[config.mk]
export PLATFORM = sky130hd
export DESIGN_NAME = sa_host_driver
export DESIGN_NICKNAME = d
export VERILOG_FILES = /design/src/rtl/sa_host_driver.sv
export SDC_FILE = /design/constraint.sdc
export NUM_CORES = 1
export LEC_CHECK = 0
export CAP_MARGIN = 10
export CORE_MARGIN = 2
export CORE_UTILIZATION = 44
export CTS_BUF_LIST = sky130_fd_sc_hd__clkbuf_2 sky130_fd_sc_hd__clkbuf_4 sky130_fd_sc_hd__clkbuf_8
export CTS_CLUSTER_SIZE = 14
export DETAILED_ROUTE_END_ITERATION = 10
export PLACE_DENSITY = 0.86
export SYNTH_ARGS = -nofsm -noshare
export SYNTH_HDL_FRONTEND = slang
export SYNTH_SLANG_ARGS = --single-unit
[constraint.sdc]
create_clock -name clk -period 2.85 [get_ports clk]
set_input_delay 0.57 -clock clk [delete_from_list [all_inputs] [get_ports clk]]
set_output_delay 0.57 -clock clk [all_outputs]
set_load 0.1 [all_outputs]
[src/rtl/sa_host_driver.sv]
// rtl/sa_host_driver.sv - host master: loads A/B/instruction memories, kicks the array, streams results out.
// Optional ap_done watchdog enabled by defining SA_DRV_TIMEOUT_EN.
module sa_host_driver #(
  parameter int A_WORDS  = 64,
  parameter int B_WORDS  = 64,
  parameter int I_WORDS  = 4,
  parameter int O_WORDS  = 64,
  parameter int READ_LAT = 1
`ifdef SA_DRV_TIMEOUT_EN
  , parameter int TIMEOUT_CYC = 4096
`endif
) (
  input  logic        clk,
  input  logic        rst,
  input  logic        go,
  output logic        busy,
  output logic        done,
  output logic        err,
  input  logic        s_valid,
  output logic        s_ready,
  input  logic [15:0] s_data,
  output logic [5:0]  addrA,
  output logic        enA,
  output logic [15:0] dataA,
  output logic [5:0]  addrB,
  output logic        enB,
  output logic [15:0] dataB,
  output logic [1:0]  addrI,
  output logic        enI,
  output logic [4:0]  dataI,
  output logic        ap_start,
  input  logic        ap_done,
  output logic [7:0]  addrO,
  input  logic [15:0] dataO,
  output logic        m_valid,
  input  logic        m_ready,
  output logic [15:0] m_data,
  output logic        m_last
);

  localparam int LW = $clog2(READ_LAT + 2);
  localparam logic [6:0]    A_LAST   = 7'(A_WORDS - 1);
  localparam logic [6:0]    B_LAST   = 7'(B_WORDS - 1);
  localparam logic [6:0]    I_LAST   = 7'(I_WORDS - 1);
  localparam logic [7:0]    O_LAST   = 8'(O_WORDS - 1);
  localparam logic [LW-1:0] LAT_LAST = LW'((READ_LAT > 0) ? READ_LAT - 1 : 0);

  typedef enum logic [3:0] {
    S_IDLE, S_LOAD_A, S_LOAD_B, S_LOAD_I, S_KICK, S_WAIT, S_RD_ADDR, S_RD_WAIT, S_RD_OUT
  } state_t;

  state_t        state_q;
  logic [6:0]    cnt_q;
  logic [LW-1:0] lat_q;
  logic          busy_q, done_q, s_ready_q, ap_start_q;
  logic          ena_q, enb_q, eni_q;
  logic [5:0]    addra_q, addrb_q;
  logic [1:0]    addri_q;
  logic [15:0]   dataa_q, datab_q;
  logic [4:0]    datai_q;
  logic [7:0]    addro_q;
  logic          m_valid_q, m_last_q;
  logic [15:0]   m_data_q;
`ifdef SA_DRV_TIMEOUT_EN
  localparam int TW = $clog2(TIMEOUT_CYC + 1);
  logic          err_q;
  logic [TW-1:0] tcnt_q;
`endif

  logic hs;
  assign hs = s_valid & s_ready_q;

  always_ff @(posedge clk or posedge rst) begin
    if (rst) begin
      state_q    <= S_IDLE;
      cnt_q      <= '0;
      lat_q      <= '0;
      busy_q     <= 1'b0;
      done_q     <= 1'b0;
      s_ready_q  <= 1'b0;
      ap_start_q <= 1'b0;
      ena_q      <= 1'b0;
      enb_q      <= 1'b0;
      eni_q      <= 1'b0;
      addra_q    <= '0;
      addrb_q    <= '0;
      addri_q    <= '0;
      dataa_q    <= '0;
      datab_q    <= '0;
      datai_q    <= '0;
      addro_q    <= '0;
      m_valid_q  <= 1'b0;
      m_last_q   <= 1'b0;
      m_data_q   <= '0;
`ifdef SA_DRV_TIMEOUT_EN
      err_q      <= 1'b0;
      tcnt_q     <= '0;
`endif
    end else begin
      ena_q      <= 1'b0;
      enb_q      <= 1'b0;
      eni_q      <= 1'b0;
      ap_start_q <= 1'b0;
      done_q     <= 1'b0;
      case (state_q)
        S_IDLE: begin
          // busy spans the done cycle, so a go coinciding with done is dropped
          if (done_q) begin
            busy_q <= 1'b0;
          end else if (go) begin
            busy_q    <= 1'b1;
            cnt_q     <= '0;
            addro_q   <= '0;
            s_ready_q <= 1'b1;
            state_q   <= S_LOAD_A;
`ifdef SA_DRV_TIMEOUT_EN
            err_q     <= 1'b0;
`endif
          end
        end
        S_LOAD_A: if (hs) begin
          ena_q   <= 1'b1;
          addra_q <= cnt_q[5:0];
          dataa_q <= s_data;
          if (cnt_q == A_LAST) begin
            cnt_q   <= '0;
            state_q <= S_LOAD_B;
          end else begin
            cnt_q <= cnt_q + 7'd1;
          end
        end
        S_LOAD_B: if (hs) begin
          enb_q   <= 1'b1;
          addrb_q <= cnt_q[5:0];
          datab_q <= s_data;
          if (cnt_q == B_LAST) begin
            cnt_q   <= '0;
            state_q <= S_LOAD_I;
          end else begin
            cnt_q <= cnt_q + 7'd1;
          end
        end
        S_LOAD_I: if (hs) begin
          eni_q   <= 1'b1;
          addri_q <= cnt_q[1:0];
          datai_q <= s_data[4:0];
          if (cnt_q == I_LAST) begin
            cnt_q      <= '0;
            s_ready_q  <= 1'b0;
            ap_start_q <= 1'b1;
            state_q    <= S_KICK;
          end else begin
            cnt_q <= cnt_q + 7'd1;
          end
        end
        S_KICK: begin
          state_q <= S_WAIT;
`ifdef SA_DRV_TIMEOUT_EN
          tcnt_q  <= '0;
`endif
        end
        S_WAIT: begin
          if (ap_done) begin
            addro_q <= '0;
            state_q <= S_RD_ADDR;
          end
`ifdef SA_DRV_TIMEOUT_EN
          else if (tcnt_q == TW'(TIMEOUT_CYC - 1)) begin
            err_q   <= 1'b1;
            done_q  <= 1'b1;
            state_q <= S_IDLE;
          end else begin
            tcnt_q <= tcnt_q + 1'b1;
          end
`endif
        end
        S_RD_ADDR: begin
          if (READ_LAT == 0) begin
            m_data_q  <= dataO;
            m_last_q  <= (addro_q == O_LAST);
            m_valid_q <= 1'b1;
            state_q   <= S_RD_OUT;
          end else begin
            lat_q   <= '0;
            state_q <= S_RD_WAIT;
          end
        end
        S_RD_WAIT: begin
          if (lat_q == LAT_LAST) begin
            m_data_q  <= dataO;
            m_last_q  <= (addro_q == O_LAST);
            m_valid_q <= 1'b1;
            state_q   <= S_RD_OUT;
          end else begin
            lat_q <= lat_q + 1'b1;
          end
        end
        S_RD_OUT: if (m_ready) begin
          m_valid_q <= 1'b0;
          m_last_q  <= 1'b0;
          if (addro_q == O_LAST) begin
            done_q  <= 1'b1;
            state_q <= S_IDLE;
          end else begin
            addro_q <= addro_q + 8'd1;
            state_q <= S_RD_ADDR;
          end
        end
        default: state_q <= S_IDLE;
      endcase
    end
  end

  assign busy     = busy_q;
  assign done     = done_q;
  assign s_ready  = s_ready_q;
  assign addrA    = addra_q;
  assign enA      = ena_q;
  assign dataA    = dataa_q;
  assign addrB    = addrb_q;
  assign enB      = enb_q;
  assign dataB    = datab_q;
  assign addrI    = addri_q;
  assign enI      = eni_q;
  assign dataI    = datai_q;
  assign ap_start = ap_start_q;
  assign addrO    = addro_q;
  assign m_valid  = m_valid_q;
  assign m_data   = m_data_q;
  assign m_last   = m_last_q;
`ifdef SA_DRV_TIMEOUT_EN
  assign err = err_q;
`else
  assign err = 1'b0;
`endif

endmodule
== Word-level counts from Yosys, hierarchy flattened ==
Index checks and enable logic that the tools add are counted.

* Register bits after elaboration: 97
* Input bits: 38
* Output and inout port bits: 85

* $add $sub $neg: 3
* Equality and inequality tests: 25
* Mux-type cells: 49
* Bitwise gates (word level): 1
* Reductions and logical operators: 20

{| class="wikitable"
|+ Operators with widths
! kind !! count
|-
| 4-bit two-way mux || 11
|-
| 7-bit two-way mux || 6
|-
| 8-bit two-way mux || 5
|-
| 4-bit case mux with 9 select lines || 1
|-
| 2-bit inequality test (second input constant) || 13
|-
| 8-bit case mux with 3 select lines || 1
|-
| 7-bit case mux with 3 select lines || 1
|-
| 1-bit two-way mux || 18
|-
| 4-bit by 3-bit equality test with 1-bit output (second input constant) || 4
|-
| 2-bit AND reduction || 6
|-
| 11-bit AND reduction || 1
|-
| 5-bit AND reduction || 2
|-
| 8-bit by 1-bit adder with 8-bit output (second input constant) || 1
|-
| 4-bit by 2-bit equality test with 1-bit output (second input constant) || 2
|-
| 8-bit by 6-bit equality test with 1-bit output (second input constant) || 1
|-
| 2-bit nonzero test || 4
|-
| 7-bit by 1-bit adder with 7-bit output (second input constant) || 1
|-
| 7-bit by 2-bit equality test with 1-bit output (second input constant) || 1
|-
| 7-bit by 6-bit equality test with 1-bit output (second input constant) || 1
|-
| 1-bit case mux with 2 select lines || 3
|-
| 6-bit AND reduction || 1
|-
| 3-bit nonzero test || 2
|-
| 4-bit by 1-bit equality test with 1-bit output (second input constant) || 1
|-
| 4-bit equality test (second input constant) || 1
|-
| 10 further kinds || 10
|}

== Depth between registers and ports, before layout ==
* Depth in word-level cells: 4
* Depth in mapped cells: 7

== Worst setup path after synthesis ==
Ideal clock, no wire load.

* Kind: register -> register
* From: reg addro_q[0], in the netlist addrO[0]
* To: reg state_q[1]
* Setup time: 0.078 ns
* Arrival time: 2.471 ns
* Data required time: 2.772 ns
* Slack: 0.301 ns
* Cell stages (with the launch flop): 7
* Buffers on the path: 0
* Period minus slack after synthesis: 2.549 ns
* Cells stage by stage: dfrtp_1 -> ha_1 -> and3_1 -> and2_0 -> or4b_2 -> a21o_1 -> o2bb2ai_1

* Word-level cells in the longest chain between the ends: 4

{| class="wikitable"
|+ Ends and longest elaborated chain
! element !! RTL line !! RTL
|-
| start, declared || 61 || <nowiki>logic [7:0] addro_q;</nowiki>
|-
| start signal, assigned || 205 || <nowiki>addro_q <= addro_q + 8'd1;</nowiki>
|-
| 8-bit by 6-bit equality test with 1-bit output || 201 || <nowiki>if (addro_q == O_LAST) begin</nowiki>
|-
| 3-bit two-way mux || 201 ||
|-
| 4-bit two-way mux || 198 || <nowiki>S_RD_OUT: if (m_ready) begin</nowiki>
|-
| 4-bit case mux with 9 select lines || 105 || <nowiki>case (state_q)</nowiki>
|-
| end signal, assigned || 203 || <nowiki>state_q <= S_IDLE;</nowiki>
|-
| end signal, assigned || 206 || <nowiki>state_q <= S_RD_ADDR;</nowiki>
|-
| end signal, assigned || 209 || <nowiki>default: state_q <= S_IDLE;</nowiki>
|-
| end, declared || 52 || <nowiki>state_t state_q;</nowiki>
|}

No other way between the ends. The select of a mux whose other input is x is not followed.
A chain may end at the register's enable or synchronous reset.

== Worst setup path after layout ==
* From: reg state_q[0]
* To: reg state_q[2]

* Word-level cells in the longest chain between the ends: 3

{| class="wikitable"
|+ Ends and longest elaborated chain
! element !! RTL line !! RTL
|-
| start signal, assigned || 75 || <nowiki>state_q <= S_IDLE;</nowiki>
|-
| start signal, assigned || 115 || <nowiki>state_q <= S_LOAD_A;</nowiki>
|-
| start signal, assigned || 127 || <nowiki>state_q <= S_LOAD_B;</nowiki>
|-
| 4-bit by 3-bit equality test with 1-bit output (tied with other cells) || 105 ||
|-
| 2-bit inequality test (no source line) || -- ||
|-
| 11-bit AND reduction (no source line) || -- ||
|}

Parallel ways exist; a longest one is shown, timed or not.

==> results.toml <==
[status]
status = "completed"

[place]
io_buffers = 121
post-dp-hpwl_mm = 6.96
gp_congestion = 0.856
dp.cells = 604
placed_area_um2 = 5240

[routing]
wl_per_cell_um = 15.2
vias = 3246
met1Wirelength_mm = 3.89
route.detailed.drc = 0
wl_met2_mm = 4.86
dr.max_layer_used = "met4"
via_per_inst = 5.24
met3_length_um = 543
firstDrtPassIters = 5
wirelength_mm = 9.45
postRouteAntennaNets = 0
drt_first_iter_violations = 133

[clock_network]
htreeDepth = 3
ctsResizeCount = 0
root_buffer = "clkbuf_8"
cts_buffers = 9
tritoncts = "yes"
clkTransAtPathRegs_ps = 100
clock-sinks = 97
hold_buffers = 0
cts_setup_buffers = 0
clockBufferDepth = 2
insertion_delay_ps = 360

[global_route]
grt_pass1_wl_mm = 15.5
first_global_vias = 3209
grt_max_degree = 38
grt-ovfl-total = 0
grtUsageTotal_pct = 19.5
grt_antenna_before_repair = 0

[sta]
worst_slew_pin_slew_ps = 761
skew_ps = 21.2
setup_tns_ps = 0
hold_viol_final = 0
max_freq_ghz = 0.425
fin_crit_sh_pct = 82.6
setup-violations-final = 0
slew_headroom_pct = 49.1
rsz0062_at_grt = "false"
min_period_ps = 2350
slew_viol_final = 0

[final_layout]
final_cell_mix = "nand2_1, dfrtp_1, buf_4"
register_area_um2 = 2430
multi_input_area_um2 = 1560
final_util_pct = 59.7
final_cells = 620
synthToLayoutAreaGrowth_pct = 33.1
fill_cells = 740
final_common_cell = "nand2_1"
final_nets = 545
postLayoutCellArea_um2 = 5460
diodes = 0
drive_above_1_share_pct = 29.7

[die]
dieArea_um2 = 10100
initial_core_util_pct = 44.8
io_pins = 123
core_area_um2 = 9150
num_rows = 35
die_w_um = 101
die_h_um = 101

[yosys]
ys_warn_count = 0
syn_avg_cell_area_um2 = 10.8
synthArstFlopShare_pct = 100
synth_cell_types = 45
synth_edf_count = 0
synth_ff_type = "dfrtp_1"
synthesis.instances = 381
synth_seq_cells = 97
syn_nets = 422
synth.cell_area_um2 = 4100
seq_area_frac_synth_pct = 59.2

[setup_path]
cp_max_fo = 16
crit_top_cell = "or4_4"
end_kind = "flop"
worst-path-buf-inv = 0
slowest_delay_ps = 680
worstSetupStartpointType = "flop"
critical-path-top-delay-family = "simple AND/OR/NAND/NOR gates"
path_class = "flop to flop"
crit_chain = "nor4_1, nor2b_1, or4_4, o21a_1, or4_4"
critPathArrivalTime_ps = 2580
critPathRequiredTime_ps = 3070
cpMaxStageDelayCell = "dfrtp_1"

[run]
drv_cap = 0

[hold_path]
hp-class = "flop to flop"
-- worst paths after layout --
path,cells after the start,endpoint,startpoint,slack [ps]
setup reg to reg,5,state_q[2],state_q[0],500
hold / removal,2,dataA[12],dataA[12],480
hold reg to reg,2,dataA[12],dataA[12],480
max in group asynchronous,3,m_data[10],rst,1590
setup / recovery,5,state_q[2],state_q[0],500
min in group asynchronous,2,dataB[7],rst,650
-- cells by family after synthesis --
group | after synthesis | synth area share (%)
AOI/OAI and AO/OA | 43 | 7.17
buffers and inverters | 23 | 2.68
adders and majority gates | 3 | 0.915
other | 1 | 0.0914
muxes | 40 | 10.9
DFF | 97 | 59.2
and+or+nand+nor | 174 | 19.0
-- tightest hold or removal path, cell delays in order (launching register included) --
cell     delay, ps
dfrtp_1        350
nand2_1         50
nand2_1         50
-- metal layers --
metal / vias up / track usage (%)
met2: 115 / 33.2
met4: 0 / 7.38
met5: - / 0
met3: 12 / 3.95
li1: 1540 / -
met1: 1579 / 24.7
-- state kept, by name, summed over array words and instances (netlist names), 4 cells and up --
| signal | flops |
|---|---|
| dataA | 16 |
| addrO | 8 |
| cnt_q | 7 |
| addrB | 6 |
| m_data | 16 |
| dataB | 16 |
| dataI | 5 |
| state_q | 4 |
| addrA | 6 |
-- per-stage QoR --
| stage | worst slack, ps | hold WS [ps] |
|---|---|---|
| 2_1_floorplan | 301 | 473 |
| 3_3_place_gp | 234 | 459 |
| 3_5_place_dp | 203 | 464 |
| 4_1_cts | 502 | 487 |
| 5_1_grt | 387 | 510 |
| 6_report | 497 | 483 |
-- cells in the mapped netlist (4+ instances only) --
library cell    n  share of area [%]
dfrtp_1        97                 59
inv_1           5               0.46
clkbuf_1        9               0.82
and3_1          6               0.92
a22o_1          6                1.3
nand2b_1        4               0.61
a31oi_1        10                1.5
nor3_1          4               0.49
mux2_2         38                 10
nand2_1       113                 10
o21ai_0        10                1.2
a21oi_1         7               0.85
nor2b_1         7                1.1
nor2_1         17                1.6
nand3_1         7               0.85
-- area by class of cell --
class | count | share of cell area (%)
Clock buffer | 10 | 2.52
Tap cell | 111 | 2.54
Clock inverter | 6 | 1.54
Multi-Input combinational cell | 261 | 28.6
Inverter | 7 | 0.550
Timing Repair Buffer | 128 | 19.8
Sequential cell | 97 | 44.5
Power is not shown: default switching activity piles up to over one toggle a cycle in this logic, so the estimate is an artifact.
